[src/rtl/dev_reshuffler_seq_pkg.sv]
// rtl/dev_reshuffler_seq_pkg.sv - shared CSR map, CTRL bit indices and FSM state type
// Contents: CSR word addresses, CTRL field bit positions, sequencer state enum.
package dev_reshuffler_seq_pkg;

   localparam int unsigned ADDR_CTRL    = 0;
   localparam int unsigned ADDR_BEATS   = 1;
   localparam int unsigned ADDR_STATUS  = 2;
   localparam int unsigned ADDR_IN_CNT  = 3;
   localparam int unsigned ADDR_OUT_CNT = 4;
   localparam int unsigned ADDR_PERF    = 5;

   localparam int unsigned CTRL_START_BIT     = 0;
   localparam int unsigned CTRL_TRANSPOSE_BIT = 1;

   localparam int unsigned STATUS_BUSY_BIT = 0;
   localparam int unsigned STATUS_DONE_BIT = 1;

   typedef enum logic [1:0] {
      ST_IDLE = 2'd0,
      ST_RUN  = 2'd1,
      ST_DONE = 2'd2
   } state_e;

endpackage

[src/rtl/dev_reshuffler_seq_csr_if.sv]
// rtl/dev_reshuffler_seq_csr_if.sv - CSR request/response handshake with registered read mux
// Ports: csr_* request/response channel from the host side; rd_words_i is the flat
// register file view supplied by the owner; wr_o/wr_addr_o/wr_data_o is a one-cycle
// write strobe issued on an accepted write request.
module dev_reshuffler_seq_csr_if #(
   parameter int unsigned RegCount     = 8,
   parameter int unsigned RegDataWidth = 32,
   parameter int unsigned RegAddrWidth = $clog2(RegCount)
) (
   input  logic                                   clk_i,
   input  logic                                   rst_ni,
   input  logic [RegAddrWidth-1:0]                csr_addr_i,
   input  logic [RegDataWidth-1:0]                csr_wr_data_i,
   input  logic                                   csr_wr_en_i,
   input  logic                                   csr_req_valid_i,
   output logic                                   csr_req_ready_o,
   output logic [RegDataWidth-1:0]                csr_rd_data_o,
   output logic                                   csr_rsp_valid_o,
   input  logic                                   csr_rsp_ready_i,
   input  logic [RegCount-1:0][RegDataWidth-1:0]  rd_words_i,
   output logic                                   wr_o,
   output logic [RegAddrWidth-1:0]                wr_addr_o,
   output logic [RegDataWidth-1:0]                wr_data_o
);

   logic                    rsp_valid_q, rsp_valid_d;
   logic [RegDataWidth-1:0] rd_data_q, rd_data_d;
   logic                    req_hs;
   logic                    rd_hs;

   // A new request may be taken in the same cycle the pending response drains.
   assign csr_req_ready_o = !rsp_valid_q || csr_rsp_ready_i;
   assign req_hs          = csr_req_valid_i && csr_req_ready_o;
   assign rd_hs           = req_hs && !csr_wr_en_i;

   assign wr_o      = req_hs && csr_wr_en_i;
   assign wr_addr_o = csr_addr_i;
   assign wr_data_o = csr_wr_data_i;

   always_comb begin
      rsp_valid_d = rsp_valid_q;
      rd_data_d   = rd_data_q;
      if (rd_hs) begin
         rsp_valid_d = 1'b1;
         rd_data_d   = rd_words_i[csr_addr_i];
      end else if (csr_rsp_ready_i) begin
         rsp_valid_d = 1'b0;
      end
   end

   always_ff @(posedge clk_i or negedge rst_ni) begin
      if (!rst_ni) begin
         rsp_valid_q <= 1'b0;
         rd_data_q   <= '0;
      end else begin
         rsp_valid_q <= rsp_valid_d;
         rd_data_q   <= rd_data_d;
      end
   end

   assign csr_rsp_valid_o = rsp_valid_q;
   assign csr_rd_data_o   = rd_data_q;

endmodule

[src/rtl/dev_reshuffler_seq.sv]
// rtl/dev_reshuffler_seq.sv - CSR-programmed job sequencer gating reshuffler handshakes
// Ports: csr_* register port; s_valid_i/s_ready_o upstream input handshake;
// rs_a_valid_o/rs_a_ready_i and rs_z_valid_i/rs_z_ready_o reshuffler sides;
// m_valid_o/m_ready_i downstream output handshake; csr_en_transpose_o latched
// transpose enable; done_o one-cycle job-complete pulse.
// Optional feature: DEV_RESHUFFLER_SEQ_PERF_EN adds a saturating RUN-cycle counter (PERF).
module dev_reshuffler_seq
   import dev_reshuffler_seq_pkg::*;
#(
   parameter int unsigned RegCount     = 8,
   parameter int unsigned RegDataWidth = 32,
   parameter int unsigned RegAddrWidth = $clog2(RegCount),
   parameter int unsigned CntWidth     = 16
) (
   input  logic                    clk_i,
   input  logic                    rst_ni,
   input  logic [RegAddrWidth-1:0] csr_addr_i,
   input  logic [RegDataWidth-1:0] csr_wr_data_i,
   input  logic                    csr_wr_en_i,
   input  logic                    csr_req_valid_i,
   output logic                    csr_req_ready_o,
   output logic [RegDataWidth-1:0] csr_rd_data_o,
   output logic                    csr_rsp_valid_o,
   input  logic                    csr_rsp_ready_i,
   input  logic                    s_valid_i,
   output logic                    s_ready_o,
   output logic                    rs_a_valid_o,
   input  logic                    rs_a_ready_i,
   input  logic                    rs_z_valid_i,
   output logic                    rs_z_ready_o,
   output logic                    m_valid_o,
   input  logic                    m_ready_i,
   output logic                    csr_en_transpose_o,
   output logic                    done_o
);

   state_e                  state_q, state_d;
   logic [CntWidth-1:0]     beats_q, beats_d;
   logic [CntWidth-1:0]     in_cnt_q, in_cnt_d;
   logic [CntWidth-1:0]     out_cnt_q, out_cnt_d;
   logic                    transpose_q, transpose_d;
   logic                    en_tr_q, en_tr_d;
   logic                    done_sticky_q, done_sticky_d;
   logic [31:0]             perf_value;

   logic                    wr;
   logic [RegAddrWidth-1:0] wr_addr;
   logic [RegDataWidth-1:0] wr_data;
   logic [RegCount-1:0][RegDataWidth-1:0] rd_words;

   logic idle, ctrl_wr, beats_wr, start, run_entry;
   logic in_open, out_open, in_hs, out_hs;
   logic unused_wr_data;

   dev_reshuffler_seq_csr_if #(
      .RegCount     (RegCount),
      .RegDataWidth (RegDataWidth),
      .RegAddrWidth (RegAddrWidth)
   ) u_csr_if (
      .clk_i           (clk_i),
      .rst_ni          (rst_ni),
      .csr_addr_i      (csr_addr_i),
      .csr_wr_data_i   (csr_wr_data_i),
      .csr_wr_en_i     (csr_wr_en_i),
      .csr_req_valid_i (csr_req_valid_i),
      .csr_req_ready_o (csr_req_ready_o),
      .csr_rd_data_o   (csr_rd_data_o),
      .csr_rsp_valid_o (csr_rsp_valid_o),
      .csr_rsp_ready_i (csr_rsp_ready_i),
      .rd_words_i      (rd_words),
      .wr_o            (wr),
      .wr_addr_o       (wr_addr),
      .wr_data_o       (wr_data)
   );

   assign unused_wr_data = ^wr_data;

   // CTRL and BEATS are writable only while idle; START is part of the CTRL write.
   assign idle      = (state_q == ST_IDLE);
   assign ctrl_wr   = wr && idle && (wr_addr == RegAddrWidth'(ADDR_CTRL));
   assign beats_wr  = wr && idle && (wr_addr == RegAddrWidth'(ADDR_BEATS));
   assign start     = ctrl_wr && wr_data[CTRL_START_BIT];
   assign run_entry = start && (beats_q != '0);

   assign in_open  = (state_q == ST_RUN) && (in_cnt_q < beats_q);
   assign out_open = (state_q == ST_RUN) && (out_cnt_q < beats_q);
   assign in_hs    = in_open && s_valid_i && rs_a_ready_i;
   assign out_hs   = out_open && rs_z_valid_i && m_ready_i;

   always_comb begin
      beats_d       = beats_q;
      transpose_d   = transpose_q;
      en_tr_d       = en_tr_q;
      in_cnt_d      = in_cnt_q;
      out_cnt_d     = out_cnt_q;
      done_sticky_d = done_sticky_q;
      if (beats_wr)
         beats_d = wr_data[CntWidth-1:0];
      if (ctrl_wr)
         transpose_d = wr_data[CTRL_TRANSPOSE_BIT];
      if (run_entry) begin
         en_tr_d       = wr_data[CTRL_TRANSPOSE_BIT];
         in_cnt_d      = '0;
         out_cnt_d     = '0;
         done_sticky_d = 1'b0;
      end else begin
         if (in_hs)
            in_cnt_d = in_cnt_q + 1'b1;
         if (out_hs)
            out_cnt_d = out_cnt_q + 1'b1;
      end
      if (state_q == ST_DONE)
         done_sticky_d = 1'b1;
   end

   always_ff @(posedge clk_i or negedge rst_ni) begin
      if (!rst_ni) begin
         beats_q       <= '0;
         transpose_q   <= 1'b0;
         en_tr_q       <= 1'b0;
         in_cnt_q      <= '0;
         out_cnt_q     <= '0;
         done_sticky_q <= 1'b0;
      end else begin
         beats_q       <= beats_d;
         transpose_q   <= transpose_d;
         en_tr_q       <= en_tr_d;
         in_cnt_q      <= in_cnt_d;
         out_cnt_q     <= out_cnt_d;
         done_sticky_q <= done_sticky_d;
      end
   end

   always_ff @(posedge clk_i or negedge rst_ni) begin
      if (!rst_ni)
         state_q <= ST_IDLE;
      else
         state_q <= state_d;
   end

   // Completion looks at next counter values so DONE follows the final beat directly.
   always_comb begin
      state_d = state_q;
      case (state_q)
         ST_IDLE: if (start) state_d = (beats_q == '0) ? ST_DONE : ST_RUN;
         ST_RUN:  if ((in_cnt_d == beats_q) && (out_cnt_d == beats_q)) state_d = ST_DONE;
         ST_DONE: state_d = ST_IDLE;
         default: state_d = ST_IDLE;
      endcase
   end

   always_comb begin
      rs_a_valid_o       = in_open && s_valid_i;
      s_ready_o          = in_open && rs_a_ready_i;
      m_valid_o          = out_open && rs_z_valid_i;
      rs_z_ready_o       = out_open && m_ready_i;
      done_o             = (state_q == ST_DONE);
      csr_en_transpose_o = en_tr_q;
   end

`ifdef DEV_RESHUFFLER_SEQ_PERF_EN
   logic [31:0] perf_q, perf_d;

   always_comb begin
      perf_d = perf_q;
      if (start)
         perf_d = '0;
      else if ((state_q == ST_RUN) && (perf_q != '1))
         perf_d = perf_q + 32'd1;
   end

   always_ff @(posedge clk_i or negedge rst_ni) begin
      if (!rst_ni)
         perf_q <= '0;
      else
         perf_q <= perf_d;
   end

   assign perf_value = perf_q;
`else
   assign perf_value = '0;
`endif

   always_comb begin
      rd_words = '0;
      rd_words[ADDR_CTRL][CTRL_TRANSPOSE_BIT]   = transpose_q;
      rd_words[ADDR_BEATS]                      = RegDataWidth'(beats_q);
      rd_words[ADDR_STATUS][STATUS_BUSY_BIT]    = (state_q != ST_IDLE);
      rd_words[ADDR_STATUS][STATUS_DONE_BIT]    = done_sticky_q;
      rd_words[ADDR_IN_CNT]                     = RegDataWidth'(in_cnt_q);
      rd_words[ADDR_OUT_CNT]                    = RegDataWidth'(out_cnt_q);
      rd_words[ADDR_PERF]                       = RegDataWidth'(perf_value);
   end

endmodule

[config.mk]
export PLATFORM = sky130hd
export DESIGN_NAME = dev_reshuffler_seq
export DESIGN_NICKNAME = d
export VERILOG_FILES = /design/src/rtl/dev_reshuffler_seq_pkg.sv /design/src/rtl/dev_reshuffler_seq_csr_if.sv /design/src/rtl/dev_reshuffler_seq.sv
export SDC_FILE = /design/constraint.sdc
export NUM_CORES = 1
export LEC_CHECK = 0
export CAP_MARGIN = 10
export CORE_MARGIN = 3
export CORE_UTILIZATION = 64
export CTS_CLUSTER_SIZE = 24
export DETAILED_ROUTE_END_ITERATION = 8
export GPL_TIMING_DRIVEN = 0
export PLACE_DENSITY_LB_ADDON = 0.08
export SLEW_MARGIN = 30
export SYNTH_ARGS = -nofsm -noshare
export SYNTH_HDL_FRONTEND = slang
export SYNTH_HIERARCHICAL = 1
export SYNTH_SLANG_ARGS = --single-unit
[constraint.sdc]
create_clock -name clk_i -period 5.7 [get_ports clk_i]
set_input_delay 1.14 -clock clk_i [delete_from_list [all_inputs] [get_ports clk_i]]
set_output_delay 1.14 -clock clk_i [all_outputs]
set_load 0.05 [all_outputs]
**Word-level counts from Yosys, hierarchy flattened**

Index checks and enable logic that the tools add are counted.

- $add $sub $neg: 2
- Order comparisons: 3
- Equal/unequal tests: 7
- Mux-type cells: 14
- Reduce and logical (&&, ||, !) cells: 28

Operators with widths:

| kind | number |
|---|---|
| 32-bit binary-select mux with 3-bit select | 1 |
| 16-bit 2-to-1 mux | 4 |
| 16-bit by 1-bit adder with 16-bit output, second input constant | 2 |
| 16-bit equality test | 2 |
| 16-bit < comparator | 2 |
| 32-bit 2-to-1 mux | 1 |
| 1-bit logical AND | 17 |
| 16-bit zero test | 1 |
| 16-bit nonzero test | 1 |
| 2-bit 2-to-1 mux | 3 |
| 2-bit nonzero test | 3 |
| 3-bit by 4-bit < comparator with 1-bit output, second input constant | 1 |
| 1-bit 2-to-1 mux | 4 |
| 2-bit by 1-bit inequality test with 1-bit output, second input constant | 2 |
| 2-bit case mux with 2 select lines | 1 |
| 3-bit by 1-bit equality test with 1-bit output, second input constant | 1 |
| 3-bit zero test | 1 |
| 2-bit by 1-bit equality test with 1-bit output, second input constant | 1 |
| 2-bit equality test, second input constant | 1 |
| 1-bit zero test | 2 |
| 2-bit zero test | 1 |
| 2-bit AND reduction | 1 |
| 1-bit logical OR | 1 |

- Flip-flop bits (word level): 86
- Output and inout bits: 40
- Word-level logic and storage cells: 63

**Longest topological paths before layout**

Gate-level depths: netlist (run 1).

- Depth after elaboration: 13
- Mapped depth: 16

**Modules after synthesis**

Netlist (run 1), hierarchy kept.

Modules (own cells, without submodules):

| module | instances | cells each | area each (um2) |
|---|---|---|---|
| dev_reshuffler_seq | 1 | 451 | 4166.5 |
| dev_reshuffler_seq_csr_if | 1 | 376 | 3838.7 |

**Worst setup path before layout (run 1)**

No wires, ideal clock.

- Path type: reg2out
- From: register beats_q[7]
- To: output s_ready_o
- Arrival: 3.094 ns
- Path slack: 1.466 ns
- Stages on the path, launching flop included: 7
- Cell sequence: dfrtp_1 inv_1 ha_1 a41o_1 a21oi_1 o21ai_2 nor4b_1

- Cells in the longest elaborated chain, start to end: 3

Ends and longest elaborated chain:

| element | line | RTL |
|---|---|---|
| start, declared | dev_reshuffler_seq.sv:38 | `logic [CntWidth-1:0] beats_q, beats_d;` |
| start signal, assigned | dev_reshuffler_seq.sv:125 | `beats_q <= beats_d;` |
| 16-bit < comparator | dev_reshuffler_seq.sv:85 | `assign in_open = (state_q == ST_RUN) && (in_cnt_q < beats_q);` |
| 1-bit logical AND | dev_reshuffler_seq.sv:85 |  |
| 1-bit logical AND | dev_reshuffler_seq.sv:154 | `s_ready_o = in_open && rs_a_ready_i;` |
| end, declared | dev_reshuffler_seq.sv:26 | `output logic s_ready_o,` |

No other way between the ends.

**Worst setup path after layout (run 1)**

- From: input csr_wr_en_i
- To: register state_q[1]

- Cells in the longest elaborated chain, start to end: 10

Ends and longest elaborated chain:

| element | line | RTL |
|---|---|---|
| start, declared | dev_reshuffler_seq.sv:19 | `input logic csr_wr_en_i,` |
| 1-bit logical AND (*) | dev_reshuffler_seq_csr_if.sv:36 | `assign wr_o = req_hs && csr_wr_en_i;` |
| named net wr | dev_reshuffler_seq.sv:46 | `logic wr;` |
| 1-bit logical AND (*) (2 in series) | dev_reshuffler_seq.sv:80 | `assign ctrl_wr = wr && idle && (wr_addr == RegAddrWidth'(ADDR_CTRL));` |
| 1-bit logical AND (*) | dev_reshuffler_seq.sv:82 | `assign start = ctrl_wr && wr_data[CTRL_START_BIT];` |
| 1-bit logical AND | dev_reshuffler_seq.sv:83 | `assign run_entry = start && (beats_q != '0);` |
| 16-bit 2-to-1 mux | dev_reshuffler_seq.sv:101 | `if (run_entry) begin` |
| 16-bit equality test | dev_reshuffler_seq.sv:146 | `ST_RUN: if ((in_cnt_d == beats_q) && (out_cnt_d == beats_q)) state_d = ST_DONE;` |
| 1-bit logical AND | dev_reshuffler_seq.sv:146 |  |
| 2-bit by 1-bit inequality test with 1-bit output (no line) | - |  |
| 2-bit AND reduction (no line) (*) | - |  |
| end signal, assigned | dev_reshuffler_seq.sv:138 | `state_q <= state_d;` |
| end, declared | dev_reshuffler_seq.sv:37 | `state_e state_q, state_d;` |

Mark *: on every way through the listed nets, which the timed path passes. The rest lies on a longest branch.
A chain may end at the register's enable or synchronous reset.

==> metrics.md, run 1 <==
| Metric | Value |
|---|---|
| Hold WC Path Type | flop to flop |
| Global-route usage over all layers | 38.63% |
| Slew margin rel. | 48.35% |
| Path depth of the worst reg2reg path | 12 |
| Crit-path max FO | 10 |
| CP arrival | 5.40 ns |
| Ant. Diodes | 0 |
| Number of setup buffers added after CTS | 0 |
| CP most frequent cell | clkbuf_1 |
| Total congestion overflow | 0 |
| Die width | 117.0 um |
| Worst-Margin Slew | 0.7747 ns |
| Via count | 7,673 |
| Antenna viol nets, final | 0 |
| Num CTS Buffers | 9 |
| Row count | 39 |
| Status | complete, no violations |
| Crit path kind | primary input to flop |
| Final WL | between 20 and 30 mm |
| Max Cap Viol | 0 |
| CTS tree | yes |
| Worst setup margin | 0.5670 ns |
| Tmin final | 5.133 ns |
| Critical path capture point type | flop |
| First-pass GRT wire length | about 40 mm |
| P_leak | 4.529 nW |
| Die area | 0.01369 mm2 |
| Root buf cell | clkbuf_16 |
| Routability congestion estimate | 1.023 |
| DP Wirelength | 18.86 mm |
| Layout cells sized above 1 | between 15 and 20% |
| Avg WL per Cell | 20.76 um |
| End point of the critical path | state_q[1] |
| Power Density | approximately 280 mW/mm2 |
| Nets | 1,152 |
| Fin Setup TNS | 0 ns |
| Avg Inst Size Synth | 9.723 um2 |
| # clock sinks | 86 |
| Tcrit/Tclk final | 90.05% |
| Final std cell area, no fill | 0.009678 mm2 |
| H-Tree Depth | 3 |
| Hold Startpoint | done_sticky_q |
| CP cell instances | clkbuf_1, clkbuf_1, and3_1, nor4b_1, nand3_1, a21oi_2, clkbuf_1, clkbuf_1, nor2_1, mux2i_1, o211ai_1, nor4_1, nand4_1, o32ai_2 |
| Launching point of the worst reg2reg path | beats_q[6] |
| Overall Power | 2.705 mW |
| Worst R2R End | state_q[1] |
| Most common cell after layout, fill and taps aside | conb_1 |
| Die height | 117.0 um |
| DP Area | a little over 0.009 mm2 |
| FMAX | 194.8 MHz |
| Maximum VDD drop | about 280 uV |
| Clock buffer depth | 2 |
| Final cell count without fillers | 1,224 |
| Core area | between 0.01 and 0.015 mm2 |
| Commonest non-fill, non-tap cells in the layout | conb_1 (205), dfrtp_1 (86), mux2_2 (82), mux2i_1 (75), clkdlybuf4s50_1 (48) |
| Mapped cell area | 0.007885 mm2 |
| Largest net degree at the start of global routing | slightly below 60 |
| CP startpoint kind | primary input |
| DRC violations left | 0 |
| Hold_ws | 0.5041 ns |
| Final hold vios | 0 |
| Worst Path Buf+Inv | 4 |
| Initial antenna violation count | 0 |
| Setup WS pre-CTS | 0.3487 ns |
| Launch point of the worst path | csr_wr_en_i |
| RSZ-0062 raised after global routing | false |
| Utilization after layout | 82.64% |
| Number of global-route vias before repair | roughly 7,400 |
| I/O Buffers | 49 |
| DRT iter0 DRCs | 864 |
| YS warnings | 6 |
| Clock Pin Slew Worst Setup and Hold Paths | 0.07 ns |
| R2r setup slk | ~1.3 ns |
| Top Ports | 84 |
| Slowest CP cell | clkbuf_1 |
| Gate Count Post-Synth | 811 |
| CP peak stage delay | 0.55 ns |
| Top delay family on crit path | buffers and inverters |
| Setup Viol. Count Final | 0 |
| Area grow syn2layout | 22.74% |
| Placed Instances | roughly 1,200 |
| Clock Latency Late Sink | 0.37 ns |
| Skew final | roughly 0.014 ns |
| Starting density of the core | 67.33% |
| Critical Path RT | 5.97 ns |
| First-pass DRT Iterations | 7 |
| Fin. max-slew vios | 0 |
| CTS Hold Bufs | 0 |
| Via density | 6.269 |
| Crit. path cell count | 14 |
| # resized after CTS | 0 |
-- power by group --
| group | switching, mW | internal [mW] | leakage [nW] | total [mW] |
|---|---|---|---|---|
| registers | 0.171 | 0.711 | 1.11 | 0.882 |
| logic | 0.690 | 0.453 | 3.26 | 1.14 |
| clock network | 0.289 | 0.391 | 0.161 | 0.680 |
-- worst min-delay path by stage --
stage / endpoint / cells after the start
CTS: u_csr_if/csr_rd_data_o[23] / 2
detailed placement: csr_en_transpose_o / 2
floorplan: done_sticky_q / 1
global placement: csr_en_transpose_o / 2
global route: done_sticky_q / 1
finish: done_sticky_q / 1
-- state kept, by name (all words and copies together), names as in the netlist --
name and flops:
beats_q 16, transpose_q 1, u_csr_if/csr_rsp_valid_o 1, csr_en_transpose_o 1, done_sticky_q 1, out_cnt_q 16
u_csr_if/csr_rd_data_o 32, state_q 2, in_cnt_q 16
-- cell type report --
cell class | count | area, um2
Clock inverter | 7 | 103.9
Sequential cell | 86 | 2152
Clock buffer | 9 | 225.2
Inverter | 31 | 121.4
Timing Repair Buffer | 50 | 519.2
Tap cell | 143 | 178.9
Fill cell | 725 | 2033
Buffer | 71 | 417.9
Multi-Input combinational cell | 827 | 5959
-- routing by layer --
metal | up-vias | track usage (%) | routed length [um]
li1 | 3445 | - | -
met4 | 0 | 14.37 | 1088
met5 | - | 0 | 0
met1 | 3678 | 53.09 | 10580
met2 | 454 | 58.82 | 11200
met3 | 96 | 10.08 | 2546
(Power assumes the default switching activity.)
==> inputs of run 2 (changes only) <==
--- a/config.mk
+++ b/config.mk
@@ -7,10 +7,12 @@
 export LEC_CHECK = 0
 export CAP_MARGIN = 10
 export CORE_MARGIN = 3
-export CORE_UTILIZATION = 64
+export CORE_UTILIZATION = 67
 export CTS_CLUSTER_SIZE = 24
 export DETAILED_ROUTE_END_ITERATION = 8
+export DONT_BUFFER_PORTS = 1
 export GPL_TIMING_DRIVEN = 0
+export HOLD_SLACK_MARGIN = 0.15
 export PLACE_DENSITY_LB_ADDON = 0.08
 export SLEW_MARGIN = 30
 export SYNTH_ARGS = -nofsm -noshare
==> metrics.md, run 2 (synthesis results as in run 1) <==
| Metric | Value |
|---|---|
| Status | complete, no violations |
| DRT iter0 DRCs | 785 (-9.1%) |
| Die height | 114.5 um (-2.1%) |
| Number of global-route vias before repair | 7,171 (-2.6%) |
| CP startpoint kind | primary input |
| FMAX | 191.2 MHz (-1.8%) |
| # resized after CTS | 0 (unchanged) |
| Maximum VDD drop | 299.1 uV (+7.2%) |
| Placed Instances | 1,156 (-4.3%) |
| Number of setup buffers added after CTS | 0 (unchanged) |
| # clock sinks | 86 (unchanged) |
| Critical path capture point type | flop |
| Fin. max-slew vios | 0 (unchanged) |
| I/O Buffers | 0 (-100%) |
| Tmin final | 5.229 ns (+0.09613 ns) |
| Power Density | 271.9 mW/mm2 (-2.7%) |
| Total congestion overflow | 0 (unchanged) |
| Area grow syn2layout | 15.84% |
| Global-route usage over all layers | 38.69% (+0.066 points) |
| Initial antenna violation count | 0 (unchanged) |
| Commonest non-fill, non-tap cells in the layout | conb_1 (205), dfrtp_1 (86), mux2_2 (82), mux2i_1 (75), nand2_1 (43) |
| Die area | 0.01311 mm2 (-4.2%) |
| Worst setup margin | 0.4708 ns (-0.09613 ns) |
| Clock buffer depth | 2 (unchanged) |
| Final WL | 24.34 mm (-4.2%) |
| Most common cell after layout, fill and taps aside | conb_1 |
| Num CTS Buffers | 9 (unchanged) |
| Reg area | 0.002152 mm2 (unchanged) |
| Die width | 114.5 um (-2.1%) |
| Ant. Diodes | 0 (unchanged) |
| Via count | 7,358 (-4.1%) |
| Clock Latency Late Sink | 0.36 ns (about the same) |
| First-pass GRT wire length | 39.09 mm (-1.8%) |
| Tcrit/Tclk final | 91.74% (+1.7 points) |
| Setup Viol. Count Final | 0 (unchanged) |
| Skew final | 0.009225 ns (-0.004448 ns) |
| DP Area | 0.008842 mm2 (-5.4%) |
| Multi-input logic area | 0.005968 mm2 (+0.15%) |
| P_leak | 4.322 nW (-4.6%) |
| Core area | 0.01117 mm2 (-4.6%) |
| DRC violations left | 0 (unchanged) |
| Fin Setup TNS | 0 ns (unchanged) |
| Layout cells sized above 1 | 18.70% (+0.85 points) |
| RSZ-0062 raised after global routing | false |
| Root buf cell | clkbuf_16 |
| Row count | 38 (-2.6%) |
| Final hold vios | 0 (unchanged) |
| CTS Hold Bufs | 0 (unchanged) |
| Crit path kind | primary input to flop |
| Setup WS pre-CTS | 0.2742 ns (-0.07444 ns) |
| Final std cell area, no fill | 0.009134 mm2 (-5.6%) |
| CP arrival | 5.49 ns (+0.09 ns) |
| Top Ports | 84 (unchanged) |
| DP Wirelength | 18.10 mm (-4.0%) |
| Starting density of the core | 70.57% (+3.2 points) |
| Largest net degree at the start of global routing | 87 (+50%) |
| Final cell count without fillers | 1,172 (-4.2%) |
| Max Cap Viol | 0 (unchanged) |
| Clock Pin Slew Worst Setup and Hold Paths | 0.06 ns (about the same) |
| Avg WL per Cell | 20.77 um (about the same) |
| Nets | 1,103 (-4.3%) |
| Routability congestion estimate | 1.013 (-0.90%) |
| CTS tree | yes |
| H-Tree Depth | 3 (unchanged) |
| Crit-path max FO | 10 (unchanged) |
| Via density | 6.278 (+0.15%) |
| Fillcell total | 738 (+1.8%) |
| Path depth of the worst reg2reg path | 15 (+3) |
| Hold WC Path Type | primary input to asynchronous set/reset pin |
| Utilization after layout | 81.75% (-0.89 points) |
| Critical Path RT | 5.96 ns (about the same) |
| Number of flip-flops in the largest register | 32 (unchanged) |
| Antenna viol nets, final | 0 (unchanged) |
| First-pass DRT Iterations | 5 (-2) |
| Worst-Margin Slew | 0.7650 ns (-0.009659 ns) |
| Slew margin rel. | 49.00% (+0.64 points) |
==> run 2: critical path: stages <==
cell and delay (ns):
clkbuf_1 0.24, clkbuf_1 0.48, and3_1 0.32, nor4b_1 0.41, nand3_1 0.25, a21oi_2 0.52, clkbuf_1 0.53, clkbuf_1 0.47
nor2_1 0.08, mux2i_1 0.13, o211ai_1 0.12, nor4_1 0.30, nand4_1 0.21, o32ai_2 0.25
==> run 2: report_power, final <==
| group | internal (mW) | switching (mW) |
|---|---|---|
| registers | 0.708 | 0.343 |
| clock network | 0.339 | 0.260 |
| logic | 0.362 | 0.472 |
==> run 2: final cells by class <==
type / count / area share [%]
buffer: 71 / 4.575
clock inverter: 6 / 0.6849
timing repair buffer: 1 / 0.08219
clock buffer: 10 / 2.507
tap: 140 / 1.918
sequential: 86 / 23.56
inverter: 31 / 1.329
multi-input combinational: 827 / 65.34
==> run 2: metal layers <==
metal | part of all wire, % | up-vias | GRT usage (%)
met5 | 0 | - | 0
met4 | 3.5 | 0 | 14.81
met3 | 10 | 76 | 8.774
met2 | 44 | 429 | 57.74
met1 | 42 | 3509 | 54.67
li1 | - | 3344 | -
==> run 2: stage by stage <==
stage	hold slack (ns)	total power, mW
2_1_floorplan	0.4491	1.632
3_3_place_gp	0.4878	1.829
3_5_place_dp	0.4961	1.853
4_1_cts	0.4729	2.448
5_1_grt	0.4670	2.592
6_report	0.4759	2.483
==> run 2: worst paths after layout <==
| check | start | end | slack, ns |
|---|---|---|---|
| setup / recovery | csr_wr_en_i | state_q[1] | 0.47 |
| hold / removal | rst_ni | u_csr_if/csr_rd_data_o[25] | 0.48 |
| setup reg to reg | u_csr_if/csr_rsp_valid_o | state_q[1] | 0.76 |
| hold reg to reg | done_sticky_q | done_sticky_q | 0.52 |
| max in group asynchronous | rst_ni | in_cnt_q[14] | 5.08 |
| min in group clk_i | done_sticky_q | done_sticky_q | 0.52 |
